`config.mk`:
```
export PLATFORM = sky130hd
export DESIGN_NAME = err_detect_stage
export DESIGN_NICKNAME = d
export VERILOG_FILES = /design/src/rtl/err_detect_stage.sv
export SDC_FILE = /design/constraint.sdc
export NUM_CORES = 1
export LEC_CHECK = 0
export ABC_CLOCK_PERIOD_IN_PS = 2200
export BUFFER_PORTS_ARGS = -buffer_cell sky130_fd_sc_hd__buf_2
export CAP_MARGIN = 30
export CORE_ASPECT_RATIO = 1.5
export CORE_MARGIN = 2
export CORE_UTILIZATION = 52
export CTS_CLUSTER_DIAMETER = 80
export DETAILED_ROUTE_END_ITERATION = 10
export HOLD_SLACK_MARGIN = 0.06
export PLACE_DENSITY = 0.78
export RECOVER_POWER = 25
export REMOVE_ABC_BUFFERS = 1
export SYNTH_ARGS = -nofsm -noshare
export SYNTH_HDL_FRONTEND = slang
export SYNTH_SLANG_ARGS = --single-unit
```
`constraint.sdc`:
```
create_clock -name clk -period 2.2 [get_ports clk]
set_input_delay 0.22 -clock clk [delete_from_list [all_inputs] [get_ports clk]]
set_output_delay 0.22 -clock clk [all_outputs]
set_load 0.005 [all_outputs]
```
`src/rtl/err_detect_stage.sv`:
```
// err_detect_stage
//   Error-detecting datapath register placed just upstream of the clock-generation
//   logic. A capture request latches d_in into q. The same input is sampled again
//   at the end of a TD-cycle detection window (shadow sample). The result is
//   reported on a dual-rail, return-to-zero pair that is handshaken with err_ack.
//   On a mismatch, q is corrected with the shadow value.
//
// Ports
//   clk      in   clock, all state updates on the rising edge
//   rst      in   asynchronous active-high reset
//   cap      in   capture request, sampled only in IDLE
//   d_in     in   [W-1:0] datapath input
//   q        out  [W-1:0] registered / corrected data
//   err1     out  error rail (shadow differed from main sample)
//   err0     out  no-error rail (shadow matched main sample)
//   err_ack  in   4-phase acknowledge for err1/err0
//   busy     out  high whenever the FSM is not idle
//   err_cnt  out  [CNTW-1:0] saturating count of detected errors
//   overrun  out  sticky: cap seen high outside IDLE

module err_detect_stage #(
    parameter int unsigned W    = 8,
    parameter int unsigned TD   = 3,
    parameter int unsigned CNTW = 8
) (
    input  logic            clk,
    input  logic            rst,
    input  logic            cap,
    input  logic [W-1:0]    d_in,
    output logic [W-1:0]    q,
    output logic            err1,
    output logic            err0,
    input  logic            err_ack,
    output logic            busy,
    output logic [CNTW-1:0] err_cnt,
    output logic            overrun
);

    // Window counter only needs to reach TD-1; keep at least one bit for TD=1.
    localparam int unsigned WCW = (TD > 1) ? $clog2(TD) : 1;
    localparam logic [WCW-1:0] WC_LAST = WCW'(TD - 1);

    typedef enum logic [1:0] {
        StIdle,
        StWindow,
        StReport,
        StRtz
    } state_t;

    state_t         state;
    logic [WCW-1:0] wc;

    assign busy = (state != StIdle);

    always_ff @(posedge clk or posedge rst) begin
        if (rst) begin
            state   <= StIdle;
            q       <= '0;
            err1    <= 1'b0;
            err0    <= 1'b0;
            err_cnt <= '0;
            overrun <= 1'b0;
            wc      <= '0;
        end else begin
            // A request while busy is flagged and otherwise dropped.
            if (cap && (state != StIdle)) begin
                overrun <= 1'b1;
            end

            case (state)
                StIdle: begin
                    if (cap) begin
                        q     <= d_in;
                        wc    <= '0;
                        state <= StWindow;
                    end
                end

                StWindow: begin
                    wc <= wc + 1'b1;
                    if (wc == WC_LAST) begin
                        // Shadow compare: late data wins on a mismatch.
                        if (d_in != q) begin
                            q    <= d_in;
                            err1 <= 1'b1;
                            if (err_cnt != {CNTW{1'b1}}) begin
                                err_cnt <= err_cnt + 1'b1;
                            end
                        end else begin
                            err0 <= 1'b1;
                        end
                        state <= StReport;
                    end
                end

                // Rails are only cleared here, so an ack already high on the edge
                // that leaves WINDOW still leaves the rail up for a full cycle.
                StReport: begin
                    if (err_ack) begin
                        err1  <= 1'b0;
                        err0  <= 1'b0;
                        state <= StRtz;
                    end
                end

                StRtz: begin
                    if (!err_ack) begin
                        state <= StIdle;
                    end
                end

                default: begin
                    state <= StIdle;
                end
            endcase
        end
    end

endmodule
```
==> results of run 1 <==
==> worst max-delay path by stage <==
stage                       end              from  slack [ps]
2_1_floorplan  q[0]$_DFFE_PP0P_  q[7]$_DFFE_PP0P_         430
3_3_place_gp   q[3]$_DFFE_PP0P_  q[5]$_DFFE_PP0P_         280
3_5_place_dp   q[7]$_DFFE_PP0P_  q[5]$_DFFE_PP0P_         160
4_1_cts        q[1]$_DFFE_PP0P_  q[5]$_DFFE_PP0P_         130
5_1_grt        q[4]$_DFFE_PP0P_  q[5]$_DFFE_PP0P_          10
6_report       q[1]$_DFFE_PP0P_  q[5]$_DFFE_PP0P_         160
==> report_power, final <==
group / total, W / internal [W] / switching, W
logic: 0.00115 / 0.000624 / 0.000530
clock network: 0.000196 / 0.0000709 / 0.000125
registers: 0.000820 / 0.000625 / 0.000195
total: 0.00217 / 0.00132 / 0.000850
==> cell families (layout without fill, tap and decap cells) <==
| logic type | count (synthesis) | after routing | synth area share [%] |
|---|---|---|---|
| simple gates | 33 | 33 | 14.4 |
| flops | 23 | 23 | 45.5 |
| mux | 12 | 12 | 12.9 |
| compound gates | 12 | 12 | 7.13 |
| xor+xnor | 15 | 15 | 10.4 |
| fa+ha+maj | 6 | 6 | 5.94 |
| buf+inv | 10 | 43 | 3.76 |
==> layer usage <==
metal | up-vias | global-route usage [%] | part of all wire, %
met3 | 5 | 2.54 | 3.4
met2 | 21 | 33.8 | 56
met4 | 0 | 9.09 | 2.5
li1 | 455 | - | -
met1 | 461 | 22.4 | 39
met5 | - | 0 | 0
==> state kept, by name, summed over array words and instances (netlist names) <==
signal and flops:
err_cnt 8, overrun 1, err0 1, q 8, wc 2, err1 1, state 2
==> worst max-delay path: stages (launching register included) <==
cell and delay [ps]:
sky130_fd_sc_hd__dfrtp_1 430, sky130_fd_sc_hd__xnor2_1 250, sky130_fd_sc_hd__nand4_2 200, sky130_fd_sc_hd__nor2_4 250, sky130_fd_sc_hd__a211o_1 460, sky130_fd_sc_hd__mux2_4 340
==> layout make-up <==
class                      instances  area (um2)  share of cell area, %
multi-input combinational         78         641                   43.9
sequential                        23         576                   39.4
tap                               23        28.8                   1.97
clock buffer                       4        26.3                   1.80
inverter                           7        26.3                   1.80
timing repair buffer              32         163                   11.1
==> cells in the mapped netlist (2+ instances only) <==
library cell / instances / area [um2]
sky130_fd_sc_hd__o21ai_0: 3 / 15.0
sky130_fd_sc_hd__xnor2_1: 8 / 70.1
sky130_fd_sc_hd__nor2_1: 3 / 11.3
sky130_fd_sc_hd__mux2_4: 8 / 120
sky130_fd_sc_hd__nor4_1: 3 / 18.8
sky130_fd_sc_hd__inv_1: 7 / 26.3
sky130_fd_sc_hd__nor3_1: 4 / 20.0
sky130_fd_sc_hd__nand4_2: 2 / 25.0
sky130_fd_sc_hd__mux2_2: 2 / 22.5
sky130_fd_sc_hd__ha_1: 6 / 75.1
sky130_fd_sc_hd__nand4_1: 2 / 12.5
sky130_fd_sc_hd__dfrtp_1: 23 / 576
sky130_fd_sc_hd__xor2_1: 7 / 61.3
sky130_fd_sc_hd__nand2_1: 13 / 48.8
sky130_fd_sc_hd__mux2i_1: 2 / 20.0
==> stage by stage <==
step / utilization [%] / power [W] / cells / instance area, um2 / setup WS (ps)
5_1_grt: 64.6 / 0.00237 / 167 / 1460 / 10.4
6_report: 64.6 / 0.00217 / 167 / 1460 / 163
4_1_cts: 64.6 / 0.00219 / 167 / 1460 / 131
3_5_place_dp: 63.5 / 0.00199 / 163 / 1430 / 160
2_1_floorplan: - / 0.00164 / 108 / 1240 / 427
3_3_place_gp: 63.5 / 0.00195 / 163 / 1430 / 279
==> flow_results.org, run 1 <==
** Synthesis
- Number of synthesized register bits :: 23
- Number of library cell types mapped by synthesis :: 33
- In this run, synthesis inferred 0 flip-flops with an integrated enable.
- A synthesized cell averages 11.4 um2.
- FFs w/ async S/R, synth :: 100%
- Sequential cells were found to cover 45.5% of the synthesized design area.
- Synthesized area :: 0.00126 mm2
- Dominant synthesized flop cell :: sky130_fd_sc_hd__dfrtp_1
- Warnings, synthesis :: 0
- Mapped Cells :: 111

** Setup path
- In this run the critical register-to-register path is captured at q[1]$_DFFE_PP0P_.
- STA classifies the critical path endpoint as a register.
- Category of the critical setup timing path :: register to register
- Data on the critical path arrives at its endpoint at 2250 ps.
- Worst Reg-to-Reg Cells :: 5
- The startpoint identified for the worst register-to-register timing path is q[5]$_DFFE_PP0P_.
- At the worst endpoint, the required time is 2410 ps.
- Setup crit start kind :: register
- Setup slack on the worst reg-to-reg path comes out at 160 ps.
- Of all nets on the critical path, the largest fanout is 9.

** Die
- Die Width :: 44.3 um
- Die H :: 64.4 um
- I/O pins :: 32
- Die area :: 0.00285 mm2
- Row generation in the floorplan step produced 21 rows.
- After floorplanning, the core was sized to cover 0.00226 mm2.
- Starting utilization of the core area :: 55.9%

** Flow run
- # Max-Cap Violations :: 0

** CTS
- In this run the number of H-tree levels came out at 1.
- Clock latency on the worst-skew pair, taken at its later pin, is 310 ps.
- CTS sink count :: 23
- Clock tree from TritonCTS :: yes
- Clock-pin slew was measured on the worst setup and hold paths at 120 ps.
- In this run the post-CTS setup repair buffer count came out at 0.
- Gates resized, CTS repair :: 0
- Buffer type at the clock tree root :: sky130_fd_sc_hd__clkbuf_4
- Clock tree synthesis inserted a total of 3 buffers.
- Post-cts hold buffer count :: 0
- Clock Tree Buf Depth :: 2

** Global routing
- The first global-routing pass estimated 4110 um of wire.
- Number of global-route vias before repair :: 932
- Entering global routing, the biggest net connects 24 pins.
- Global routing finished with a remaining overflow of 0.
- Across every metal layer, demand over resource in global routing totals 19.4%.
- Antenna violations before repair :: 0

** Timing
- The number of hold violations in the final report came to 0.
- Setup violations remaining at the end of the flow were counted as 0.
- Peak clock frequency supported by timing :: 491 MHz
- Setup repair after global routing left no endpoint under its margin.
- In this run the tightest slew margin relative to its limit is 43.6%.
- Between clock sinks in the finished design, the worst skew comes to 4.37 ps.
- Count of final max-slew check failures :: 0
- Subtracting the final worst setup slack from the clock period gives 2040 ps.
- In the finished design, the share of the clock period the worst path needs comes to 92.6%.
- Min Hold Slack :: 51.4 ps
- Total Negative Setup Slacks :: 0 ps
- Slew at the pin with the worst max-slew slack :: 845 ps

** Placement
- At the end of routability-driven placement, the weighted congestion stood at 0.816.
- Port buffering added 31 buffers.
- HPWL after detailed placement :: 1820 um

** Detailed routing
- In the final routed layout, each cell accounts on average for 13.9 um.
- For this run, design rule violations remaining after detail routing come to 0.
- Number of vias per cell :: 5.64
- Wires add up to 2320 um.
- Routed via count :: 942
- Before antenna repair, the detailed router went through 4 iterations.
- Once detail routing completed, the nets flagged for antenna violations numbered 0.
- DRT iter0 DRCs :: 26

** Final layout
- In the final layout, the share of cells above drive strength 1 is 33.3%.
- Leaving out fill and tap cells, the most frequent cell in the layout is sky130_fd_sc_hd__buf_2.
- Count of fill cells added during filler insertion :: 192
- Relative to the synthesized area, the layout overhead comes to 15.5%.
- In the layout the commonest cells are 31 x sky130_fd_sc_hd__buf_2, 23 x sky130_fd_sc_hd__dfrtp_1, 13 x sky130_fd_sc_hd__nand2_1, 8 x sky130_fd_sc_hd__xnor2_1, 8 x sky130_fd_sc_hd__mux2_4.
- Number of inserted diodes :: 0
- After the last flow step, the layout net total stands at 163.

** Run status
- The flow ran to the end, and the final reports show no timing, DRC or antenna violations.

** Power and ir drop
- Across the VDD grid, the largest voltage drop is 0.000744 V.
- The analysis attributes to cell leakage a power of 0.685 nW.
- Power density relative to cell area :: 1490 mW/mm2

** Hold path
- The worst hold path belongs to the class primary input to asynchronous set/reset pin.
Note: power is estimated with default switching activity, not from simulation.
==> inputs of run 2 (changes only) <==
Settings changed: ABC_AREA set to 1, CORE_ASPECT_RATIO 1.5 to unset.
==> flow_results.org, run 2 <==
** Die
- Die area :: 0.00298 mm2 (was 0.00285 mm2)
- I/O pins :: 32 (unchanged)
- The die height was 54.6 um (was 64.4 um).
- Num rows :: 18 (was 21)
- The starting utilization of the core area is 54.3% (was 55.9%).
- The core box area came to 0.00245 mm2 (was 0.00226 mm2).
- The die width was 54.6 um (was 44.3 um).

** Detailed routing
- Routed via count :: 1176 (was 942)
- The residual DRC count came to 0 (unchanged).
- The remaining antenna violation count after routing came to 0 (unchanged).
- The post-detailed-route wirelength per cell was 10.8 um (was 13.9 um).
- The violation count after the first detailed-routing iteration came to 17 (was 26).
- Number of vias per cell :: 5.07 (was 5.64)
- Number of detailed-route iterations in the first pass :: 6 (was 4)
- The final routed wirelength across all metal layers was 2520 um (was 2320 um).

** Flow run
- # Max-Cap Violations :: 0 (unchanged)

** Final layout
- Finished Cell Area :: 0.00153 mm2 (was 0.00146 mm2)
- The final design utilization was 62.5% (was 64.6%).
- Most frequent cells in the layout :: 63 x sky130_fd_sc_hd__nand2_1, 31 x sky130_fd_sc_hd__buf_2, 23 x sky130_fd_sc_hd__dfrtp_1, 19 x sky130_fd_sc_hd__inv_1, 18 x sky130_fd_sc_hd__nand3_1 (was 31 x sky130_fd_sc_hd__buf_2, 23 x sky130_fd_sc_hd__dfrtp_1, 13 x sky130_fd_sc_hd__nand2_1, 8 x sky130_fd_sc_hd__xnor2_1, 8 x sky130_fd_sc_hd__mux2_4)
- The most common cell after layout, fill and taps aside was sky130_fd_sc_hd__nand2_1 (was sky130_fd_sc_hd__buf_2).
- The share of final-layout standard cells stronger than drive strength 1 is 23.3% (was 33.3%).
- Top flop regs: err_cnt (8), q (8) (unchanged).
- The number of nets in the final layout came to 221 (was 163).
- Syn-to-layout area delta :: 15.1% (was 15.5%)
- Number of inserted diodes :: 0 (unchanged)

** Placement
- HPWL after detailed placement :: 2000 um (was 1820 um)
- Worst setup timing slack at the placement stage :: 549 ps (was 160 ps)
- Post-DP Area :: 0.00151 mm2 (was 0.00143 mm2)
- The global placer's final weighted congestion was 0.771 (was 0.816).
- The quantity of I/O buffers inserted on ports is 31 (unchanged).

** Timing
- The post-route worst setup slack is 524 ps (was 163 ps).
- Peak clock frequency supported by timing :: 597 MHz (was 491 MHz)
- The total negative slack came to 0 ps (unchanged).
- Normalized max-slew margin :: 44.9% (was 43.6%)
- Share of the clock period used by the worst path :: 76.2% (was 92.6%)
- Setup-violating endpoint count in the final report :: 0 (unchanged)
- The number of max-slew violations in the final report came to 0 (unchanged).
- Final period demand of the worst path :: 1680 ps (was 2040 ps)
- The worst hold margin is 41.8 ps (was 51.4 ps).
- Slew at the pin with the worst max-slew slack :: 825 ps (was 845 ps)
- Final hold viol count :: 0 (unchanged)
- The setup skew after layout is 9.13 ps (was 4.37 ps).
- Unrepaired setup endpoints after global routing: false (unchanged).

** Synthesis
- The proportion of synthesized flip-flops having asynchronous set or reset was 100% (unchanged).
- Area share of the largest cell type after synthesis :: 43.2% (was 45.5%)
- Leading post-synthesis cells by instance count: 63 x sky130_fd_sc_hd__nand2_1, 23 x sky130_fd_sc_hd__dfrtp_1, 19 x sky130_fd_sc_hd__inv_1 (was 23 x sky130_fd_sc_hd__dfrtp_1, 13 x sky130_fd_sc_hd__nand2_1, 8 x sky130_fd_sc_hd__mux2_4, 8 x sky130_fd_sc_hd__xnor2_1).
- The area share of and/or/nand/nor cells after synthesis was 30.8% (was 14.4%).
- EDFF count, synth :: 0 (unchanged)
- The count of state elements after synthesis came to 23 (unchanged).
- The post-synthesis instance total was 169 (was 111).
- The complex-gate fraction of the synthesized area is 7.14% (was 7.13%).
- Cell accounting for the most synthesized area :: sky130_fd_sc_hd__dfrtp_1 (unchanged)
- Most area-consuming cells after synthesis: sky130_fd_sc_hd__dfrtp_1 43%, sky130_fd_sc_hd__nand2_1 18%, sky130_fd_sc_hd__nand3_1 6.8% (was sky130_fd_sc_hd__dfrtp_1 46%, sky130_fd_sc_hd__mux2_4 9.5%, sky130_fd_sc_hd__ha_1 5.9%).
- Multiplexer share of the synthesized area :: 0% (was 12.9%)
- Most frequent cell after synthesis :: sky130_fd_sc_hd__nand2_1 (was sky130_fd_sc_hd__dfrtp_1)
- Synthesized area :: 0.00133 mm2 (was 0.00126 mm2)
- Dominant synthesized flop cell :: sky130_fd_sc_hd__dfrtp_1 (unchanged)
- The count of different cell masters after synthesis is 24 (was 33).
- The main combinational cell family by area after synthesis is simple AND/OR/NAND/NOR gates (unchanged).
- The part of the Yosys area used for sequential elements came to 43.2% (was 45.5%).
- Xor-xnor portion of the synthesized cell area :: 5.92% (was 10.4%)
- Mean post-synth cell area :: 7.88 um2 (was 11.4 um2)
- Warnings, synthesis :: 0 (unchanged)
- The adder-cell share of the synthesized area is 5.63% (was 5.94%).

** Power and ir drop
- Leakage power of the design :: 0.834 nW (was 0.685 nW)
- The power density of the placed cells was 1170 mW/mm2 (was 1490 mW/mm2).
- Maximum VDD drop :: 0.000957 V (was 0.000744 V)

** CTS
- The number of buffers between clock root and the deepest sink came to 2 (unchanged).
- Gates resized, CTS repair :: 0 (unchanged)
- The total of hold buffers inserted after clock tree synthesis came to 0 (unchanged).
- Number of buffers added for setup after CTS :: 0 (unchanged)
- Insertion delay to the later sink of the worst-skew pair :: 310 ps (about the same)
- The master cell of the clock root buffer is sky130_fd_sc_hd__clkbuf_4 (unchanged).
- The clock transition at the registers of the reported paths came to 130 ps (was 120 ps).
- The TritonCTS buffer count was 3 (unchanged).
- The CTS H-tree depth was 1 (unchanged).
- The clock tree from TritonCTS is yes (unchanged).
- The count of clock tree sinks is 23 (unchanged).

** Global routing
- Number of global-route vias before repair :: 1065 (was 932)
- Combined global-route utilization of all metal layers :: 19.4% (about the same)
- The maximum number of pins on one net before global-route repair came to 24 (unchanged).
- The number of antenna violations at the first check in global routing was 0 (unchanged).
- The wire length of the first global-routing pass is 4190 um (was 4110 um).
- Leftover overflow at the end of global routing :: 0 (unchanged)

** Setup path
- Worst path arrival time :: 1900 ps (was 2250 ps)
- Endpoint class of the critical path :: register (unchanged)
- The kind of start point of the critical path was a register (unchanged).
- Category of the critical setup timing path :: register to register (unchanged)
- CP max FO :: 9 (unchanged)
- The required time of the worst setup path came to 2420 ps (was 2410 ps).

** Run status
- Run status :: completed (unchanged)

** Hold path
- Path category of the worst min-delay check :: primary input to asynchronous set/reset pin (unchanged)
==> run 2: cell count changes after synthesis, moves of 3 or more <==
cell,before,now
sky130_fd_sc_hd__nand3_1,1,18
sky130_fd_sc_hd__nand2_1,13,63
sky130_fd_sc_hd__inv_1,7,19
sky130_fd_sc_hd__nor2_2,0,3
sky130_fd_sc_hd__xor2_1,7,2
sky130_fd_sc_hd__nor3_1,4,1
sky130_fd_sc_hd__mux2_4,8,0
sky130_fd_sc_hd__nor4_1,3,0
==> run 2: per-layer routing <==
layer  share of wire (%)  vias up  track usage, %  wire length, um
li1                    -      597               -                -
met1                  44      544            24.7             1110
met5                   0        -               0                0
met2                  51       33            33.5             1290
met3                 4.1        2            2.46              103
met4                0.40        0            6.25               10
==> run 2: per-stage QoR <==
| step | total power (W) | cells |
|---|---|---|
| after global routing | 0.00199 | 232 |
| after global placement | 0.00157 | 228 |
| final | 0.00180 | 232 |
| after floorplan | 0.00135 | 167 |
| after CTS | 0.00181 | 232 |
| after detailed placement | 0.00162 | 228 |
==> run 2: path summary, 6_finish.rpt <==
path / startpoint / endpoint / slack, ps / cells past startpoint
max in group asynchronous: rst / err_cnt[6]$_DFFE_PP0P_ / 1640 / 2
hold / removal: rst / err_cnt[2]$_DFFE_PP0P_ / 40 / 2
min in group clk: cap / overrun$_DFFE_PP0P_ / 120 / 2
setup reg to reg: state[1]$_DFFE_PP0P_ / q[4]$_DFFE_PP0P_ / 520 / 7
hold reg to reg: overrun$_DFFE_PP0P_ / overrun$_DFFE_PP0P_ / 470 / 1
setup / recovery: state[1]$_DFFE_PP0P_ / q[4]$_DFFE_PP0P_ / 520 / 7
==> run 2: kinds of logic after synthesis <==
logic type / count (synthesis)
and+or+nand+nor: 95
adders and majority gates: 6
AOI/OAI and AO/OA: 13
buffers and inverters: 23
xor gates and xnor gates: 9
DFF: 23
==> run 2: final cells by class <==
type / instances / area, um2
Clock buffer: 3 / 22.5
Clock inverter: 1 / 5.00
Fill cell: 236 / 921
Inverter: 21 / 78.8
Multi-Input combinational cell: 123 / 659
Sequential cell: 23 / 576
Tap cell: 30 / 37.5
Timing Repair Buffer: 31 / 155
==> run 2: critical path, stage by stage (launching register included) <==
cell and delay, ps:
sky130_fd_sc_hd__dfrtp_1 420, sky130_fd_sc_hd__inv_1 110, sky130_fd_sc_hd__ha_1 360, sky130_fd_sc_hd__o21ai_2 130, sky130_fd_sc_hd__a21oi_4 260, sky130_fd_sc_hd__nand2_2 160, sky130_fd_sc_hd__nand2_1 90, sky130_fd_sc_hd__nand2_1 50
==> run 2: power breakdown <==
part	switching [W]	internal, W	total, W	leakage [nW]
sequential	0.000126	0.000579	0.000705	0.290
clock	0.000127	0.0000680	0.000195	0.0177
combinational	0.000530	0.000370	0.000899	0.527
total	0.000783	0.00102	0.00180	0.834
==> inputs of run 3 (changes only) <==
Settings changed: ABC_AREA 1 to 0, ABC_CLOCK_PERIOD_IN_PS 2200 to 1600.
Clock period 2.2 ns to 1.6 ns, I/O delays scaled along.
==> flow_results.org, run 3 (synthesized netlist as in run 1, its figures left out) <==
** Setup path
- Setup crit start kind :: register (unchanged)
- The slowest cell on the critical path is sky130_fd_sc_hd__dfrtp_1 (unchanged).
- Worst endpoint required time :: 1820 ps (was 2420 ps)
- The biggest fanout along the worst timing path came to 3 (was 9).
- The worst stage delay on the critical path was 470 ps (was 420 ps).
- The dominant cell type by count on the critical path is sky130_fd_sc_hd__buf_6 (was sky130_fd_sc_hd__nand2_1).
- Cells along the critical path :: inv_2, buf_6, ha_4, mux2i_4, nand2_2, buf_6, o32a_1 (was inv_1, ha_1, o21ai_2, a21oi_4, nand2_2, nand2_1, nand2_1)
- Worst Reg-to-Reg Cells :: 7 (unchanged)
- The category of the worst setup path capture point was a register (unchanged).
- The startpoint-to-endpoint class of the critical path is register to register (unchanged).
- The launch instance of the worst register-to-register path is state[0]$_DFFE_PP0P_ (was state[1]$_DFFE_PP0P_).
- The data arrival time of the worst path is 1880 ps (was 1900 ps).
- The launching instance or port of the critical path was state[0]$_DFFE_PP0P_ (was state[1]$_DFFE_PP0P_).

** Timing
- Normalized max-slew margin :: 59.8% (was 44.9%)
- The total negative slack is -761 ps (was 0 ps).
- Slew at the pin with the worst max-slew slack :: 603 ps (was 825 ps)
- The number of failing setup endpoints in the final timing report came to 15 (was 0).
- The number of hold violations in the final report was 0 (unchanged).
- Min Hold Slack :: 82.4 ps (was 41.8 ps)
- Fin Clk Skew :: 3.28 ps (was 9.13 ps)
- Peak clock frequency supported by timing :: 600 MHz (was 597 MHz)
- Count of final max-slew check failures :: 0 (unchanged)
- Unrepaired setup endpoints after global routing: true (was false).
- The post-route worst setup slack is -66.3 ps (was 524 ps).
- The time the final worst path needs with I/O delays and setup was 1670 ps (was 1680 ps).
- Share of the clock period used by the worst path :: 104% (was 76.2%)

** Power and ir drop
- The relative contribution of sequential cells to total power came to 25.1% (was 39.2%).
- The internal cell power was 0.00263 W (was 0.00102 W).
- Switching fraction of total power :: 41.5% (was 43.5%)
- The power density of the placed cells came to 2250 mW/mm2 (was 1170 mW/mm2).
- Combinational power share :: 68.5% (was 50.0%)
- Leakage power of the design :: 0.923 nW (was 0.834 nW)
- The maximum vdd ir drop came to 0.00148 V (was 0.000957 V).
- The switching power of the nets was 0.00186 W (was 0.000783 W).
- The clock group share of total power was 6.5% (was 10.8%).

** Final layout
- End-of-flow core utilization :: 88.6% (was 62.5%)
- Most frequent cells in the layout :: 33 x sky130_fd_sc_hd__buf_4, 31 x sky130_fd_sc_hd__buf_2, 23 x sky130_fd_sc_hd__dfrtp_1, 10 x sky130_fd_sc_hd__nand2_1, 10 x sky130_fd_sc_hd__mux2_4 (was 63 x sky130_fd_sc_hd__nand2_1, 31 x sky130_fd_sc_hd__buf_2, 23 x sky130_fd_sc_hd__dfrtp_1, 19 x sky130_fd_sc_hd__inv_1, 18 x sky130_fd_sc_hd__nand3_1)
- Top flop regs: err_cnt (8), q (8) (unchanged).
- Count of fill cells added during filler insertion :: 99 (was 236)
- Leading cell type in the layout, fill and taps excluded :: sky130_fd_sc_hd__buf_4 (was sky130_fd_sc_hd__nand2_1)
- Number of inserted diodes :: 0 (unchanged)
- The share of final-layout standard cells stronger than drive strength 1 is 63.2% (was 23.3%).
- Final nets :: 201 (was 221)
- The area added between synthesis and finish was 58.0% (was 15.1%).

** Detailed routing
- Number of antenna-violating nets in the routed design :: 0 (unchanged)
- The post-detailed-route wirelength per cell is 19.9 um (was 10.8 um).
- The violation count after the first detailed-routing iteration came to 33 (was 17).
- Routed via count :: 1194 (was 1176)
- The number of detailed-route iterations in the first pass came to 4 (was 6).
- The residual DRC count is 0 (unchanged).
- The final routed wirelength across all metal layers is 4180 um (was 2520 um).
- The via count normalized by instance count is 5.69 (was 5.07).

** Global routing
- The wire length of the first global-routing pass is 4820 um (was 4190 um).
- Number of global-route vias before repair :: 1092 (was 1065)
- GR met2 Demand/Resource :: 44.4% (was 33.5%)
- The global-route total usage across every layer is 24.3% (was 19.4%).
- The met3 track demand over resource came to 3.39% (was 2.46%).
- Leftover overflow at the end of global routing :: 0 (unchanged)
- Largest net degree at the start of global routing :: 24 (unchanged)
- Most utilized layer in the global route result :: met2 (unchanged)
- The number of antenna violations at the first check in global routing was 0 (unchanged).
- Grt met1 use :: 28.2% (was 24.7%)

** Die
- Die H :: 53.3 um (was 54.6 um)
- Die area :: 0.00284 mm2 (was 0.00298 mm2)
- The core box area was 0.00225 mm2 (was 0.00245 mm2).
- The starting utilization of the core area was 56.0% (was 54.3%).
- Die Width :: 53.3 um (was 54.6 um)
- The cell row count came to 17 (was 18).
- I/O pins :: 32 (unchanged)

** Hold path
- Cell depth of the worst min-delay path :: 2
- Path category of the worst min-delay check :: primary input to register (was primary input to asynchronous set/reset pin)
- The worst hold path begins at d_in[1].

** CTS
- The count of clock tree sinks is 23 (unchanged).
- The clock tree from TritonCTS is yes (unchanged).
- Number of buffers inserted during clock tree synthesis :: 3 (unchanged)
- Insertion delay to the later sink of the worst-skew pair :: 330 ps (was 310 ps)
- Buffer type at the clock tree root :: sky130_fd_sc_hd__clkbuf_4 (unchanged)
- The CTS H-tree depth is 1 (unchanged).
- The number of buffers between clock root and the deepest sink came to 2 (unchanged).
- Clock-pin slew reported for the worst setup and hold paths after clock tree synthesis :: 130 ps (about the same)

** Flow run
- The max-cap violation count came to 0 (unchanged).

** Placement
- The half-perimeter wire length after detailed placement was 2150 um (was 2000 um).
- Placer's final routability congestion estimate :: 0.814 (was 0.771)
- The quantity of I/O buffers inserted on ports came to 31 (unchanged).

** Run status
- Failing checks :: negative setup slack
- Run status :: complete, but fails checks (was completed)
==> run 3: cell count changes in the layout (fill, tap and decap cells not counted), moves of 10 or more <==
| cell | before | now |
|---|---|---|
| sky130_fd_sc_hd__inv_1 | 19 | 3 |
| sky130_fd_sc_hd__nand3_1 | 18 | 1 |
| sky130_fd_sc_hd__buf_4 | 0 | 33 |
| sky130_fd_sc_hd__mux2_4 | 0 | 10 |
| sky130_fd_sc_hd__nand2_1 | 63 | 10 |
==> run 3: final timing paths <==
path	slack (ps)	endpoint
worst max-delay path	-70	state[0]$_DFFE_PP0P_
worst min-delay path	80	q[1]$_DFFE_PP0P_
worst max register to register	-70	state[0]$_DFFE_PP0P_
worst min register to register	480	overrun$_DFFE_PP0P_
max in group asynchronous	710	state[1]$_DFFE_PP0P_
min in group asynchronous	500	err_cnt[7]$_DFFE_PP0P_
==> run 3: per-layer routing <==
layer	up-vias	share of wire, %
li1	533	-
met1	577	36
met2	63	53
met3	21	5.8
met4	0	4.8
met5	-	0
==> run 3: repair_timing <==
| item | in CTS | in global routing |
|---|---|---|
| gates resized for setup | 20 | 29 |
| buffers inserted | 5 | 2 |
| pin swaps | 5 | 14 |
| setup endpoints to repair | 15 | 18 |
| endpoints found under the hold margin | 23 | 0 |
| gates cloned | 0 | 0 |
| hold buffers | 1 | 0 |
==> run 3: worst max-delay path, delay by kind of cell (launching register included) <==
kind	cells	cell delay, ps
DFF	1	470
buffers and inverters	3	350
AOI/OAI and AO/OA	1	320
adders and majority gates	1	160
muxes	1	150
and+or+nand+nor	1	110
==> run 3: area by class of cell <==
class / count / area, um2 / area share [%]
multi-input combinational: 78 / 870 / 43.5
sequential: 23 / 576 / 28.8
timing repair buffer: 70 / 463 / 23.2
tap: 28 / 35.0 / 1.75
inverter: 7 / 26.3 / 1.32
clock buffer: 3 / 22.5 / 1.13
clock inverter: 1 / 5.00 / 0.251
==> run 3: power groups by stage <==
stage,sequential (W),combinational (W),clock [W]
after floorplan,0.00112,0.00113,0
after global placement,0.00105,0.00211,0
after detailed placement,0.00107,0.00222,0
after CTS,0.00107,0.00248,0.000281
after global routing,0.00114,0.00324,0.000308
final,0.00113,0.00307,0.000291
==> run 3: metrics by stage <==
step	cells	cell area (um2)	power (W)	setup slack, ps
global placement	199	1670	0.00316	-124
detailed placement	199	1670	0.00329	-190
finish	210	2000	0.00449	-66.3
floorplan	108	1240	0.00225	-173
CTS	208	1820	0.00383	-59.0
global route	210	2000	0.00469	-119
